<file path="src/rtl/pdm_decimator.sv">
// PDM microphone front end: generates the mic clock, counts ones per window
// (first-order CIC) and emits unsigned offset-binary PCM words.
module pdm_decimator #(
   parameter int unsigned WORD_LENGTH        = 16,
   parameter int unsigned SYSTEM_FREQUENCY   = 100000000,
   parameter int unsigned SAMPLING_FREQUENCY = 1000000,
   parameter int unsigned DECIMATION         = 64,
   parameter int unsigned SETTLE_WINDOWS     = 2
) (
   input  logic                   clock_i,
   input  logic                   reset_i,
   input  logic                   enable_i,
   input  logic                   pdm_data_i,
   output logic                   pdm_clk_o,
   output logic [WORD_LENGTH-1:0] data_o,
   output logic                   done_o,
   output logic                   clipped_o
);

   localparam int unsigned CLK_DIV = SYSTEM_FREQUENCY / (2 * SAMPLING_FREQUENCY);
   localparam int unsigned DIV_W   = (CLK_DIV > 1) ? $clog2(CLK_DIV) : 1;
   localparam int unsigned BIT_W   = $clog2(DECIMATION);
   localparam int unsigned ACC_W   = BIT_W + 1;
   localparam int unsigned SET_W   = (SETTLE_WINDOWS > 0) ? $clog2(SETTLE_WINDOWS + 1) : 1;
   localparam int unsigned SHIFT   = WORD_LENGTH - BIT_W;

   localparam logic [DIV_W-1:0] DIV_LAST   = DIV_W'(CLK_DIV - 1);
   localparam logic [BIT_W-1:0] BIT_LAST   = BIT_W'(DECIMATION - 1);
   localparam logic [ACC_W-1:0] ACC_FULL   = ACC_W'(DECIMATION);
   localparam logic [SET_W-1:0] SET_TARGET = SET_W'(SETTLE_WINDOWS);

   localparam logic [1:0] ST_IDLE   = 2'd0;
   localparam logic [1:0] ST_SETTLE = 2'd1;
   localparam logic [1:0] ST_RUN    = 2'd2;

   logic [1:0]             state_q,      state_d;
   logic [DIV_W-1:0]       div_cnt_q,    div_cnt_d;
   logic [BIT_W-1:0]       bit_cnt_q,    bit_cnt_d;
   logic [ACC_W-1:0]       ones_acc_q,   ones_acc_d;
   logic [SET_W-1:0]       settle_cnt_q, settle_cnt_d;
   logic                   pdm_clk_q,    pdm_clk_d;
   logic [WORD_LENGTH-1:0] data_q,       data_d;
   logic                   done_q,       done_d;
   logic                   clipped_q,    clipped_d;

   logic [ACC_W-1:0]       total_ones;
   logic [WORD_LENGTH:0]   scaled;
   logic [WORD_LENGTH-1:0] sat_word;
   logic [SET_W-1:0]       settle_next;
   logic                   bit_sample;
   logic                   window_end;

   // The bit being sampled closes the window, so it is folded into the total.
   assign total_ones  = ones_acc_q + ACC_W'(pdm_data_i);
   assign scaled      = (WORD_LENGTH + 1)'(total_ones) << SHIFT;
   assign sat_word    = scaled[WORD_LENGTH] ? '1 : scaled[WORD_LENGTH-1:0];
   assign settle_next = settle_cnt_q + 1'b1;
   assign bit_sample  = pdm_clk_q && (div_cnt_q == DIV_LAST);
   assign window_end  = bit_sample && (bit_cnt_q == BIT_LAST);

   always_comb begin
      state_d      = state_q;
      div_cnt_d    = div_cnt_q;
      bit_cnt_d    = bit_cnt_q;
      ones_acc_d   = ones_acc_q;
      settle_cnt_d = settle_cnt_q;
      pdm_clk_d    = pdm_clk_q;
      data_d       = data_q;
      done_d       = 1'b0;
      clipped_d    = clipped_q;

      case (state_q)
         ST_IDLE: begin
            div_cnt_d    = '0;
            bit_cnt_d    = '0;
            ones_acc_d   = '0;
            settle_cnt_d = '0;
            pdm_clk_d    = 1'b0;
            if (enable_i) begin
               clipped_d = 1'b0;
               state_d   = (SETTLE_WINDOWS == 0) ? ST_RUN : ST_SETTLE;
            end
         end

         ST_SETTLE, ST_RUN: begin
            if (!enable_i) begin
               // Dropping enable discards everything, including a window closing now.
               state_d      = ST_IDLE;
               div_cnt_d    = '0;
               bit_cnt_d    = '0;
               ones_acc_d   = '0;
               settle_cnt_d = '0;
               pdm_clk_d    = 1'b0;
            end else begin
               if (div_cnt_q == DIV_LAST) begin
                  div_cnt_d = '0;
                  pdm_clk_d = ~pdm_clk_q;
               end else begin
                  div_cnt_d = div_cnt_q + 1'b1;
               end

               if (bit_sample) begin
                  if (window_end) begin
                     bit_cnt_d  = '0;
                     ones_acc_d = '0;
                  end else begin
                     bit_cnt_d  = bit_cnt_q + 1'b1;
                     ones_acc_d = total_ones;
                  end
               end

               if (window_end) begin
                  if (state_q == ST_SETTLE) begin
                     settle_cnt_d = settle_next;
                     if (settle_next == SET_TARGET) begin
                        state_d = ST_RUN;
                     end
                  end else begin
                     data_d = sat_word;
                     done_d = 1'b1;
                     if ((total_ones == '0) || (total_ones == ACC_FULL)) begin
                        clipped_d = 1'b1;
                     end
                  end
               end
            end
         end

         default: begin
            state_d   = ST_IDLE;
            pdm_clk_d = 1'b0;
         end
      endcase
   end

   always_ff @(posedge clock_i) begin
      if (reset_i) begin
         state_q      <= ST_IDLE;
         div_cnt_q    <= '0;
         bit_cnt_q    <= '0;
         ones_acc_q   <= '0;
         settle_cnt_q <= '0;
         pdm_clk_q    <= 1'b0;
         data_q       <= '0;
         done_q       <= 1'b0;
         clipped_q    <= 1'b0;
      end else begin
         state_q      <= state_d;
         div_cnt_q    <= div_cnt_d;
         bit_cnt_q    <= bit_cnt_d;
         ones_acc_q   <= ones_acc_d;
         settle_cnt_q <= settle_cnt_d;
         pdm_clk_q    <= pdm_clk_d;
         data_q       <= data_d;
         done_q       <= done_d;
         clipped_q    <= clipped_d;
      end
   end

   assign pdm_clk_o = pdm_clk_q;
   assign data_o    = data_q;
   assign done_o    = done_q;
   assign clipped_o = clipped_q;

endmodule

</file>
<file path="config.mk">
export PLATFORM = sky130hd
export DESIGN_NAME = pdm_decimator
export DESIGN_NICKNAME = d
export VERILOG_FILES = /design/src/rtl/pdm_decimator.sv
export SDC_FILE = /design/constraint.sdc
export NUM_CORES = 1
export LEC_CHECK = 0
export BUFFER_PORTS_ARGS = -buffer_cell sky130_fd_sc_hd__buf_2
export CORE_UTILIZATION = 40
export CTS_CLUSTER_DIAMETER = 30
export DETAILED_ROUTE_END_ITERATION = 8
export GPL_ROUTABILITY_DRIVEN = 0
export HOLD_SLACK_MARGIN = 0.06
export PLACE_DENSITY_LB_ADDON = 0.08
export SLEW_MARGIN = 20
export SYNTH_ARGS = -nofsm -noshare
export SYNTH_HDL_FRONTEND = slang
export SYNTH_SLANG_ARGS = --single-unit
</file>
<file path="constraint.sdc">
create_clock -name clock_i -period 2.8 [get_ports clock_i]
set_clock_uncertainty 0.1 [all_clocks]
set_input_delay 0.84 -clock clock_i [delete_from_list [all_inputs] [get_ports clock_i]]
set_output_delay 0.84 -clock clock_i [all_outputs]
set_load 0.01 [all_outputs]
</file>
## Yosys cells after proc, flatten, opt, wreduce, memory -nomap -nowiden

Index checks and enable logic that the tools add are counted.

- Flip-flop bits (word level): 42
- Logic and storage cells: 76

- Eq/ne operators: 15
- Add/sub/neg operators: 4
- Reductions and logical operators: 14
- Muxes and demuxes: 29
- Bitwise logic cells: 5

Operators with widths:

| operator | number |
|---|---|
| $mux 6 | 5 |
| $pmux 6 s2 | 2 |
| $mux 7 | 3 |
| $mux 16 | 1 |
| $mux 2 | 8 |
| $pmux 7 s2 | 1 |
| $add 6x1->6 const B | 2 |
| $eq 6x6->1 const B | 2 |
| $ne 3x3->1 const B | 4 |
| $ne 2x2->1 const B | 5 |
| $pmux 2 s2 | 2 |
| $reduce_and 4->1 | 2 |
| $add 7x1->7 | 1 |
| $eq 7x7->1 const B | 1 |
| $logic_not 7->1 | 1 |
| $mux 1 | 6 |
| $reduce_and 6->1 | 1 |
| $not 1->1 | 5 |
| $eq 2x2->1 const B | 2 |
| $reduce_or 4->1 | 1 |
| $reduce_and 3->1 | 1 |
| $reduce_or 3->1 | 1 |
| $add 2x1->2 const B | 1 |
| $eq 2x1->1 const B | 1 |
| other kinds (7) | 8 |

## Depth between registers and ports, before layout

- Depth in word-level cells: 8
- Depth in mapped cells: 8

## Worst setup path before layout

No wires, ideal clock.

- Path type: input port to flip-flop
- Start point: input port pdm_data_i
- End point: register data_q[10], in the netlist data_o[10]
- Cell stages on the path: 6
- Data required time: 2.614 ns
- Path slack: 0.300 ns
- Arrival time: 2.315 ns
- Setup time: 0.086 ns
- Path buffers: 0
- Path through: ha_1 -> ha_1 -> nand3_1 -> or3_1 -> and4bb_2 -> a211oi_1

- Word-level cells in the longest chain between the ends: 2

Ends and longest elaborated chain:

| item | line | RTL |
|---|---|---|
| start: declaration | 13 | `input logic pdm_data_i,` |
| $add 7x1->7 | 54 | `assign total_ones = ones_acc_q + ACC_W'(pdm_data_i);` |
| $mux 16 | 56 | `assign sat_word = scaled[WORD_LENGTH] ? '1 : scaled[WORD_LENGTH-1:0];` |
| end signal: assignment | 154 | `data_q <= data_d;` |
| end: declaration | 42 | `logic [WORD_LENGTH-1:0] data_q, data_d;` |

Every way passes these cells.
A chain may end at the register's enable or synchronous reset.

## Worst setup path in the final report

- Start point: input port pdm_data_i
- End point: register data_q[11], in the netlist data_o[11]

The elaborated chain is that of the path after synthesis.

==> results.md <==
* Status: complete, but fails checks
* Failing checks: DRC
* Cell mode on critical path: ha_1
* Final hold viol count at 0
* CTS H-tree lvls at 2
* Kind of cell adding the most delay to the critical path: simple AND/OR/NAND/NOR gates
* Crit-path max FO at 6
* Clk pin slew, worst setup/hold paths at 0.07 ns
* Flop pwr share at 47.5%
* DRT iter0 DRCs at 132
* Relative slew margins at 61.79%
* Power share of the combinational group at 12.9%
* Hold WC Path Type: reg -> reg
* Yosys warns at 0
* Instance area after placement at 1964 µm²
* CTS root buf: clkbuf_8
* Cts repair resizes at 0
* Clock power share at 39.5%
* GRT Util Overall at 18.52%
* Final nets at 240
* Peak Freq at 432.3 MHz
* Cell row count at 24
* Top_reg_cell synth: dfxtp_1
* Fill cell count at 428
* Setup violators final at 0
* Post-Synthesis Cell Area at 1879 µm²
* Clk sink count at 33
* Antenna diodes at 0
* CP bufs+invs at 1
* Max Cap Violations at 0
* Largest net degree at the start of global routing at 28
* DRC at 6
* Reg area at 660.6 µm²
* Number of setup buffers added after CTS at 0
* Syn_area_per_cell at 8.782 µm²
* Pre-antenna DRT Iters at 6
* Synthesized net count at 227
* VDD IR max at 228.7 µV
* Slowest CP cell: or3_1
* Initial antenna violation count at 0
* Die Ht at 70.55 µm
* Synth-to-Final Area Change at 9.920%
* Total net switching power at 0.0002771 W
* Cells after synthesis at 214
* Die area at 4977 µm²
* Cell Pwr Density at 493.4 nW/µm²
* Crit path cell chain: buf_2, ha_1, ha_1, nand3_1, or3_1, and4bb_2, a211oi_1
* Final WL at 4311 µm
* First-pass GRT wire length at 7238 µm
* Synthesis-stage register bit count at 33
* RSZ-0062 raised after global routing: false
* Synth Area in Adders at 5.992%
* WP data arrival at 2.42 ns
* Final Cycle Share at 82.61%
* Post-synth top area share at 35.15%
* Core Util, Final at 46.48%
* P_leak at 0.7655 nW
* Vias at 1651
* Layout cells sized above 1 at 17.98%
* Maximum clock path buffer count at 2
* Largest area contributor in the netlist: dfxtp_1
* Area of the multi-input gates at 1054 µm²
* Complex-gate fraction of the synthesized area at 18.51%
* Synth area leaders: dfxtp_1, ha_1, buf_4, o31ai_1, a21oi_1
* Largest family of logic cells by synthesized area: simple AND/OR/NAND/NOR gates
* Starting density of the core at 42.29%
* Final Cell Area at 2066 µm²
* Synth Area in XOR/XNOR at 4.194%
* WS Path Type: in -> reg
* Final ANT Viol Nets at 0
* Placeable Area at 4444 µm²
* Post-synthesis simple-gate area fraction at 26.83%
* Startpoint class of the critical path: input pin
* I/O Buffers at 22
* Ports at 23
* Clk_lat worst skew at 0.29 ns
* Total grt overflow at 0
* Post-synthesis mux area share at 0.5326%
* Die X at 70.55 µm
* EDFF count, synth at 0
* Vias per std cell at 5.896
* Setup total negative slack at 0 ns
* Post-CTS Hold Buffers at 0
* Inserted Clock Buffers at 5
* Min cycle time layout at 2.313 ns
* Critical Path Max Stage Delay at 0.36 ns
* Sw Share at 27.19%
* Synth cell types at 48
* Max-slew violations at 0
* Sequential area share after synthesis at 35.15%
* Worst-Margin Slew at 0.5682 ns
* Required @ worst endpoint at 2.90 ns
* Hpwl dp at 3070 µm
* Nature of the critical path endpoint: flip-flop
* Routed length per instance at 15.40 µm
* Internal power at 0.0007421 W
* CTS tree: built
* Vias in the first global route at 1551
* Async set-reset flop share out of synthesis at 0%
flip-flops by register name, summed over array words and instances (netlist names):
register and count:
ones_acc_q 7, clipped_o 1, div_cnt_q 6, data_o 7, bit_cnt_q 6, settle_cnt_q 2, state_q 2, done_o 1
pdm_clk_o 1
routing by layer:
metal  global-route usage, %  part of all wire (%)  up-vias  wire length [µm]
li1                        -                     -      821                 -
met1                   22.30                    44      797              1917
met2                   31.82                    51       29              2189
met3                   4.843                   4.0        4               171
met4                   7.111                  0.79        0                34
met5                       0                     0        -                 0
synthesized netlist by cell type, types with 4 or more instances:
cell type	instances
nand4_1	6
nor4_1	4
buf_4	9
nand2b_1	4
dfxtp_1	33
or3_1	5
or4_1	8
a21oi_1	13
a211oi_1	7
nand3_1	7
inv_1	12
ha_1	9
o21ai_0	7
nand2_1	5
xnor2_1	6
o31ai_1	9
nor2_1	16
clkbuf_1	7
tightest hold or removal path: stages (launching register included):
cell and delay [ns]:
dfxtp_1 0.30, inv_1 0.06, o31ai_1 0.07
cell usage in the layout, fill, tap and decap left out, types with 3 or more instances in the layout:
cell type,netlist,routed
dfxtp_1,33,33
buf_2,3,22
nor2_1,16,16
a21oi_1,13,13
inv_1,12,12
o31ai_1,9,9
ha_1,9,9
or4_1,8,8
nand3_1,7,7
o21ai_0,7,7
a211oi_1,7,7
clkbuf_8,0,7
nand4_1,6,6
xnor2_1,6,6
nand2_1,5,5
or3_1,5,5
nor4_1,4,4
nand2b_1,4,4
buf_4,9,4
and4b_1,3,3
and2_1,3,3
nand4b_1,3,3
nor3_1,3,3
xor2_1,3,3
worst paths after layout:
check	slack (ns)	depth (start not counted)	start	end
worst max-delay path	0.49	7	pdm_data_i	data_o[11]
worst min-delay path	0.38	2	settle_cnt_q[1]	settle_cnt_q[1]
worst max register to register	0.55	5	div_cnt_q[0]	ones_acc_q[6]
worst min register to register	0.38	2	settle_cnt_q[1]	settle_cnt_q[1]
power groups by stage:
stage	clock (W)	combinational, W	sequential (W)
after floorplan	0	0.000101	0.000494
after global placement	0	0.000128	0.000495
after detailed placement	0	0.000130	0.000495
after CTS	0.000411	0.000131	0.000485
after global routing	0.000434	0.000147	0.000486
final	0.000403	0.000132	0.000485
kinds of logic after synthesis:
kind of cell,Yosys count
buffers and inverters,32
AOI/OAI and AO/OA,51
muxes,1
DFF,33
xor gates and xnor gates,9
adders and majority gates,9
and+or+nand+nor,79
layout make-up:
type                    count  share of cell area [%]
inverters                  12                   2.180
clock inverters             1                  0.2423
well taps                  52                   3.150
multi-input cells         149                   51.00
flip-flops and latches     33                   31.98
repair buffers             26                   6.784
clock buffers               7                   4.664
through the flow:
| step | worst slack, ns | hold WS, ns | cells | total power (W) |
|---|---|---|---|---|
| final | 0.4869 | 0.3807 | 280 | 0.001019 |
| after detailed placement | 0.2078 | 0.3765 | 272 | 0.0006255 |
| after floorplan | 0.2998 | 0.3467 | 214 | 0.0005950 |
| after CTS | 0.5099 | 0.3877 | 280 | 0.001027 |
| after global routing | 0.3569 | 0.3941 | 280 | 0.001067 |
| after global placement | 0.2534 | 0.3692 | 272 | 0.0006233 |
Power figures use the tool's default switching activity.
